<file path="src/rtl/ifid_reg.sv">
// ifid_reg: IF/ID pipeline register.
// Captures the fetched instruction and its PC pair for decode one cycle later.
// Fetch misses, taken-branch flushes and post-HALT slots become NOP bubbles.
// A hazard stall holds the contents.
// Optional feature macro: IFID_STATS_EN enables a saturating bubble counter
// on bubble_cnt. Without the macro, bubble_cnt is constant 0.
module ifid_reg #(
    parameter logic [15:0] NOP_INSTR  = 16'h0800,
    parameter logic [15:0] HALT_INSTR = 16'h0000
) (
    input  logic        clk,
    input  logic        rst,
    input  logic [15:0] instr_in,
    input  logic [15:0] pc_curr_in,
    input  logic [15:0] pc_next_in,
    input  logic        fetch_stall,
    input  logic        stall,
    input  logic        flush,
    output logic [15:0] IFID_instr,
    output logic [15:0] IFID_PC_curr,
    output logic [15:0] IFID_PC_Next,
    output logic        IFID_valid,
    output logic        halt_seen,
    output logic [15:0] bubble_cnt
);

    typedef enum logic {
        RUN,
        HALTED
    } state_t;

    state_t state;

    // Pipeline slot and halt FSM; priority is rst > flush > stall > fetch_stall/halted > capture
    always_ff @(posedge clk) begin
        if (rst) begin
            IFID_instr   <= NOP_INSTR;
            IFID_PC_curr <= '0;
            IFID_PC_Next <= '0;
            IFID_valid   <= 1'b0;
            halt_seen    <= 1'b0;
            state        <= RUN;
        end else if (flush) begin
            // A latched HALT sat on the wrong path, so the halt condition is squashed too
            IFID_instr <= NOP_INSTR;
            IFID_valid <= 1'b0;
            halt_seen  <= 1'b0;
            state      <= RUN;
        end else if (stall) begin
            // Hold everything, including in HALTED
        end else if (fetch_stall || state == HALTED) begin
            // After HALT has been presented for one advancing cycle, every later slot is dropped
            IFID_instr <= NOP_INSTR;
            IFID_valid <= 1'b0;
        end else begin
            IFID_instr   <= instr_in;
            IFID_PC_curr <= pc_curr_in;
            IFID_PC_Next <= pc_next_in;
            IFID_valid   <= 1'b1;
            if (instr_in == HALT_INSTR) begin
                state     <= HALTED;
                halt_seen <= 1'b1;
            end
        end
    end

`ifdef IFID_STATS_EN
    logic        bubble;
    logic [15:0] bubble_cnt_q;

    // An advancing edge that loads a NOP bubble; flush with fetch_stall counts once
    always_comb begin
        bubble = 1'b0;
        if (flush) begin
            bubble = 1'b1;
        end else if (!stall && (fetch_stall || state == HALTED)) begin
            bubble = 1'b1;
        end
    end

    // Saturating bubble counter, cleared only by reset
    always_ff @(posedge clk) begin
        if (rst) begin
            bubble_cnt_q <= '0;
        end else if (bubble && bubble_cnt_q != '1) begin
            bubble_cnt_q <= bubble_cnt_q + 16'd1;
        end
    end

    assign bubble_cnt = bubble_cnt_q;
`else
    assign bubble_cnt = '0;
`endif

endmodule
</file>
<file path="config.mk">
export PLATFORM = sky130hd
export DESIGN_NAME = ifid_reg
export DESIGN_NICKNAME = d
export VERILOG_FILES = /design/src/rtl/ifid_reg.sv
export SDC_FILE = /design/constraint.sdc
export NUM_CORES = 1
export LEC_CHECK = 0
export ABC_AREA = 1
export CORE_MARGIN = 10
export CORE_UTILIZATION = 30
export CTS_CLUSTER_SIZE = 28
export DETAILED_ROUTE_END_ITERATION = 16
export GPL_TIMING_DRIVEN = 0
export PLACE_DENSITY = 0.78
export RECOVER_POWER = 25
export SLEW_MARGIN = 20
export SYNTH_ARGS = -nofsm -noshare
export SYNTH_HDL_FRONTEND = slang
export SYNTH_SLANG_ARGS = --single-unit
</file>
<file path="constraint.sdc">
create_clock -name clk -period 2.6 [get_ports clk]
set_clock_uncertainty 0.15 [all_clocks]
set_input_delay 0.39 -clock clk [delete_from_list [all_inputs] [get_ports clk]]
set_output_delay 0.39 -clock clk [all_outputs]
set_load 0.02 [all_outputs]
</file>
* After elaboration in Yosys (flattened, before gate mapping)
Index checks and enable logic that the tools add are counted.
** Word-level totals
- Register bits :: 50
- Output and inout bits :: 66
- Word-level logic and storage cells :: 15
** Cells by class
- Multiplexer cells :: 2
- Bitwise gates (word level) :: 3
- Reduce and logical (&&, ||, !) cells :: 5
** Operator list (number)
- logical NOT 16 bit :: 1
- 2-to-1 mux 16 bit :: 1
- AND reduction 3 bit :: 2
- inverter 1 bit :: 3
- OR reduction 2 bit :: 1
- logical OR 1 bit :: 1
- 2-to-1 mux 1 bit :: 1

* Longest topological paths before layout
Gate-level depths: netlist (run 1).
- Word-level depth :: 3
- Mapped depth :: 8
- Gate-level depth less buffers :: 6

* Worst setup path before layout (run 1)
No wires, ideal clock.
- Path type :: input to register
- Start :: input stall
- End :: register IFID_PC_Next[0]
- Library setup time :: 143 ps
- Arrival time :: 1106 ps
- Required time :: 2307 ps
- Path slack :: 1200 ps
- Stages on the path :: 8
- Buffers on the path :: 2
- Path through :: buf_6 -> inv_6 -> nand3_4 -> nor2_8 -> inv_2 -> buf_6 -> nand2_1 -> a21oi_2
** Between the ends
- Word-level cells in the longest chain between the ends :: 2
** Ends and longest elaborated chain
- start, declared :: line 17 : input logic stall,
- inverter 1 bit (no line)
- AND reduction 3 bit (no line)
- end signal, assigned :: line 58 : IFID_PC_Next <= pc_next_in;
- end, declared :: line 21 : output logic [15:0] IFID_PC_Next,
Every way passes these cells.
A chain may end at the register's enable or synchronous reset.

* Worst setup path in the final report (run 1)
- Start :: input fetch_stall
- End :: register IFID_PC_Next[2]
** Between the ends
- Word-level cells in the longest chain between the ends :: 3
** Ends and longest elaborated chain
- start, declared :: line 16 : input logic fetch_stall,
- logical OR 1 bit :: line 51 : end else if (fetch_stall || state == HALTED) begin
- inverter 1 bit (no line)
- AND reduction 3 bit (no line)
Every way passes these cells.

==> metrics, run 1 <==
outcome finished clean; # Post-CTS Setup Buffers 0; clock group share of total power 0.303; First DRT Iteration DRCs 75; IO Count 119; top-area cell type share of the netlist area 0.493; wirelength, routed 6220 um; fillers 651; Die H 102 um; Clock Sink Count 50; clk buf depth 2; Antenna diodes 0; post-CTS sizing 0; synth warn 0; maximum fanout along the worst path 10; post-synth cell types 20; FP Rows 29; DR pass1 iterations 4; number of global-route vias before repair 1935; GRT Residual Overflow 0; #FFs+latches synth 50; synth top area cells dfxtp_1 (49%), nand2_1 (18%), a21oi_1 (8.9%), buf_4 (6.3%), a21oi_2 (5.6%); critical path type in -> reg; Via-to-Cell Ratio 4.35; H-tree depth 2; share of cells above drive strength 1 0.123; wire per inst 13.8 um; gp weighted congestion 0.755; CP required 2.63 ns; Max Slew Vio Count 0; Core Region 6460 um2; Synth Instances 252; Layout Nets 427; Critical Path AT 2.06 ns; Clock Tree Root clkbuf_8; synth-to-layout area growth 59.7%; Fin. Hold Viols 0; number of I/O port buffers 100; average size of a mapped cell 8.05 um2; Power Density 476 nW/um2; final setup violation count 0; peak supply drop 269 uV; final period utilization 0.783; post-route cell area 3240 um2; Die ar. 10500 um2; hold_ws 0.164 ns; Sequential Area 1000 um2; max-cap viol count 0; CTS Buf Count 5; dpl hpwl 5010 um; Hold Crit Class in -> reg; placed instance area 3180 um2; Comb pwr share 0.180; RSZ-0062 raised after global routing false; post-synthesis cell area 2030 um2; multi-input logic area 793 um2; GRT Overall Usage 0.112; sw power 0.416 mW; Vias 1966; Clock Pin Slew Worst Setup and Hold Paths 0.10 ns; first-pass GRT wire length 9310 um; pin count of the biggest net entering global routing 18; CTS tree built; minimum clock period 2.04 ns; die width 102 um; post-synthesis sequential area ratio 0.493; Initial Util 0.314; initial antenna violation count 0; Int Pwr 1.13 mW; drt drc 0; Setup TNS Final 0 ns; Critical Path Source Type input port; Clock Latency Late Sink 0.30 ns; Worst Setup End Kind flop; cts hold-fix bufs 0; Slew Limit Headroom 0.538; Sw Share 0.269; leakage 1.19 nW; Slew @ Worst Pin 0.693 ns; Yosys top cell by area dfxtp_1; maximum clock rate 491 MHz; Routed Antenna Nets 0; Seq pwr share 0.516
## logic make-up (layout without fill, tap and decap cells)
kind of cell,after synthesis,after routing,synth area share
buffers and inverters,36,144,0.128
other,1,16,0.00185
DFF,50,50,0.493
AOI/OAI and AO/OA,50,50,0.148
and+or+nand+nor,115,115,0.229
## sequential cells by signal (all words and copies together) (netlist names)
signal        count
IFID_PC_Next     16
IFID_PC_curr     16
IFID_instr       16
IFID_valid        1
state             1
## final timing paths
kind | slack, ns | to | start | cells past startpoint
worst max-delay path | 0.56 | IFID_PC_Next[2]$_SDFFE_PP0P_ | fetch_stall | 8
worst min-delay path | 0.16 | IFID_PC_Next[15]$_SDFFE_PP0P_ | rst | 2
worst max register to register | 0.74 | IFID_PC_Next[2]$_SDFFE_PP0P_ | state$_SDFFE_PP0P_ | 7
worst min register to register | 0.32 | IFID_PC_Next[15]$_SDFFE_PP0P_ | IFID_PC_Next[15]$_SDFFE_PP0P_ | 2
## layer usage
layer / wire length, um / vias to the layer above / GRT usage
met5: 0 / - / 0
met4: 33 / 0 / 0.0260
met3: 891 / 4 / 0.0709
met2: 2890 / 81 / 0.184
met1: 2410 / 875 / 0.119
li1: - / 1006 / -
## layout make-up
| type | instances | area share |
|---|---|---|
| multi-input combinational | 181 | 0.245 |
| sequential | 50 | 0.309 |
| timing repair buffer | 100 | 0.309 |
| clock buffer | 5 | 0.0212 |
| clock inverter | 3 | 0.00772 |
| buffer | 30 | 0.0703 |
| inverter | 6 | 0.00849 |
| tap | 77 | 0.0297 |
## power by group through the flow
stage / registers, mW / clock network, mW / logic, mW
after floorplan: 0.841 / 0 / 0.115
after global placement: 0.814 / 0 / 0.281
after detailed placement: 0.815 / 0 / 0.284
after CTS: 0.797 / 0.489 / 0.285
after global routing: 0.800 / 0.516 / 0.300
final: 0.797 / 0.468 / 0.278
## worst max-delay path: stages
cell and delay (ns):
clkdlybuf4s50_1 0.40, inv_1 0.07, nand3_1 0.18, nor2_1 0.45, inv_1 0.23, buf_6 0.20, nand2_1 0.08, a21oi_2 0.05
## cells in the final DEF (no fill, tap or decap), drive strengths merged
master	Yosys	final
a21oi	49	49
clkdlybuf4s50	0	100
clkbuf	5	11
clkinv	1	2
o22ai	1	1
inv	5	6
conb	1	16
clkinvlp	0	1
nor2	12	12
nand2	100	100
and2	1	1
nand3	2	2
buf	25	24
dfxtp	50	50
## synthesized netlist by cell type
library cell	count
conb_1	1
buf_6	7
dfxtp_1	50
nand2_1	100
inv_2	2
inv_6	1
buf_4	17
clkbuf_1	4
and2_0	1
a21oi_1	36
buf_2	1
nand3_1	1
clkinv_1	1
a21oi_2	13
nor2_1	11
nand3_4	1
o22ai_1	1
nor2_8	1
clkbuf_2	1
inv_1	2
## metrics by stage
step	worst slack (ns)	total power [mW]	utilization	instances
6_report	0.565	1.54	0.502	452
5_1_grt	0.382	1.62	0.502	452
4_1_cts	0.754	1.57	0.507	452
3_5_place_dp	0.569	1.10	0.493	444
3_3_place_gp	0.614	1.10	0.493	444
2_1_floorplan	1.20	0.956	-	267
Note: power is estimated with default switching activity, not from simulation.
==> run 2, diff against run 1 <==
PLACE_DENSITY = 0.81   (was 0.78)
clock period = 1.75 ns   (was 2.6 ns; I/O delays follow)
==> run 2 against run 1 <==
Against the previous run:
- largest power group unchanged
- sequential share of layout area is the same
- design area is the same
- critical endpoint is now IFID_PC_Next[15]
- worst hold slack lost 0.10 ns
- core utilization is the same
- die area is the same
- wire length shrank 0.76%
- critical path depth shrank 7
- clock-buffer cell count grew 2
- worst setup slack lost 0.50 ns
- first-iteration DRC count grew 5.3%
- via count shrank 0.56%
- total power grew 48%
==> metrics, run 2 (synthesis results as in run 1) <==
drt drc 0 (unchanged); Clock Pin Slew Worst Setup and Hold Paths 0.09 ns (about the same); Initial Util 0.314 (unchanged); peak supply drop 363 uV (+35%); H-tree depth 2 (unchanged); leakage 1.21 nW (+1.2%); Antenna diodes 0 (unchanged); most frequent cells in the layout nand2_1 (100), clkdlybuf4s50_1 (99), dfxtp_1 (50); Critical Path Source Type flop; Comb pwr share 0.181 (about the same); Via-to-Cell Ratio 4.33 (-0.56%); maximum clock rate 593 MHz; cts hold-fix bufs 0 (unchanged); slowest stage delay, CP 0.63 ns (+0.18 ns); First DRT Iteration DRCs 79 (+5.3%); Sequential Area 1000 um2 (unchanged); dpl ws -0.153 ns (-0.722 ns); outcome finished clean; pin count of the biggest net entering global routing 15 (-3); FP Rows 29 (unchanged); final worst slack 0.0646 ns (-0.500 ns); Die H 102 um (unchanged); Slew @ Worst Pin 0.692 ns (-0.00170 ns); final period utilization 0.963; Hold Crit Class in -> reg; GRT Overall Usage 0.115 (+0.00313); max-cap viol count 0 (unchanged); Worst Setup End Kind output pin; wire per inst 13.7 um (-0.76%); critical path type reg -> out; clock group share of total power 0.303 (about the same); biggest registers after layout IFID_PC_Next (16), IFID_PC_curr (16), IFID_instr (16); Power Density 707 nW/um2 (+48%); dpl hpwl 4900 um (-2.3%); worst-path cell chain clkdlybuf4s50_1; RSZ-0062 raised after global routing false; minimum clock period 1.69 ns; Layout Nets 427 (unchanged); Die ar. 10500 um2 (unchanged); most common cell after layout, fill and taps aside nand2_1; CP required 1.34 ns (-1.29 ns); sw power 0.586 mW (+41%); CTS Buf Count 5 (unchanged); fillers 621 (-4.6%); post-layout util 0.502 (unchanged); initial antenna violation count 0 (unchanged); synth-to-layout area growth 59.7% (unchanged); Routed Antenna Nets 0 (unchanged); Clock Tree Root clkbuf_8; Clock Sink Count 50 (unchanged); Max Slew Vio Count 0 (unchanged); GRT Residual Overflow 0 (unchanged); DR pass1 iterations 4 (unchanged); Slowest cell on crit path clkdlybuf4s50_1; Seq pwr share 0.517 (about the same); IO Count 119 (unchanged); number of global-route vias before repair 1941 (+0.31%); Core Region 6460 um2 (unchanged); first-pass GRT wire length 9630 um (+3.4%); die width 102 um (unchanged); CTS tree built; Crit path max-delay family buffers and inverters; Fin. Hold Viols 0 (unchanged); Setup TNS Final 0 ns (unchanged); number of I/O port buffers 100 (unchanged); Buf/Inv on CP 1 (-3); multi-input logic area 806 um2 (+1.6%); final setup violation count 0 (unchanged); clk buf depth 2 (unchanged); Int Pwr 1.71 mW (+51%); Slew Limit Headroom 0.539 (+0.00113); Critical Path AT 1.27 ns (-0.79 ns); Clock Latency Late Sink 0.30 ns (about the same); wirelength, routed 6170 um (-0.76%); maximum fanout along the worst path 2 (-8); share of cells above drive strength 1 0.125 (+0.00267); gp weighted congestion 0.775 (+2.7%); Sw Share 0.256 (-0.0138); Vias 1955 (-0.56%)
run 2: cell types whose count changed in the layout (fill, tap and decap cells not counted), sizes merged:
cell / before / now
clkinvlp: 1 / 0
buf: 24 / 25
inv: 6 / 5
clkbuf: 11 / 13
clkdlybuf4s50: 100 / 99
run 2: per-stage QoR:
stage / cells / cell area, um2 / power [mW] / hold WS, ns
after floorplan: 267 / 2090 / 1.42 / 0.227
after global placement: 444 / 3180 / 1.63 / 0.295
after detailed placement: 444 / 3180 / 1.63 / 0.301
after CTS: 452 / 3270 / 2.34 / 0.0554
after global routing: 452 / 3240 / 2.42 / 0.0537
final: 452 / 3240 / 2.29 / 0.0633
run 2: cell type report:
class | count | share of cell area
timing repair buffer | 100 | 0.307
inverter | 6 | 0.00849
sequential | 50 | 0.309
tap | 77 | 0.0297
clock inverter | 1 | 0.00154
multi-input combinational | 181 | 0.249
clock buffer | 7 | 0.0266
buffer | 30 | 0.0691
run 2: power by group through the flow:
stage / combinational [mW] / sequential (mW) / clock (mW)
finish: 0.414 / 1.18 / 0.693
global route: 0.450 / 1.19 / 0.780
CTS: 0.423 / 1.18 / 0.727
detailed placement: 0.422 / 1.21 / 0
global placement: 0.418 / 1.21 / 0
floorplan: 0.170 / 1.25 / 0
run 2: metal layers:
| layer | GRT usage | share of wire | vias to the layer above | wire length (um) |
|---|---|---|---|---|
| met2 | 0.186 | 0.47 | 74 | 2920 |
| met1 | 0.129 | 0.39 | 870 | 2390 |
| met3 | 0.0655 | 0.13 | 6 | 798 |
| met4 | 0.0271 | 0.0097 | 0 | 60 |
| met5 | 0 | 0 | - | 0 |
| li1 | - | - | 1005 | - |
run 2: path summary, 6_finish.rpt:
path,from,to,slack (ns),depth (start not counted)
worst max-delay path,IFID_PC_Next[15]$_SDFFE_PP0P_,IFID_PC_Next[15],0.06,1
worst min-delay path,rst,IFID_PC_curr[15]$_SDFFE_PP0P_,0.06,2
worst max register to register,state$_SDFFE_PP0P_,IFID_PC_curr[10]$_SDFFE_PP0P_,0.24,7
worst min register to register,IFID_PC_curr[9]$_SDFFE_PP0P_,IFID_PC_curr[9]$_SDFFE_PP0P_,0.31,2
run 2: what timing repair did:
item	CTS	global route
setup endpoints to repair	0	1
buffers inserted	0	0
resized for setup	0	1
hold endpoints to repair	0	0
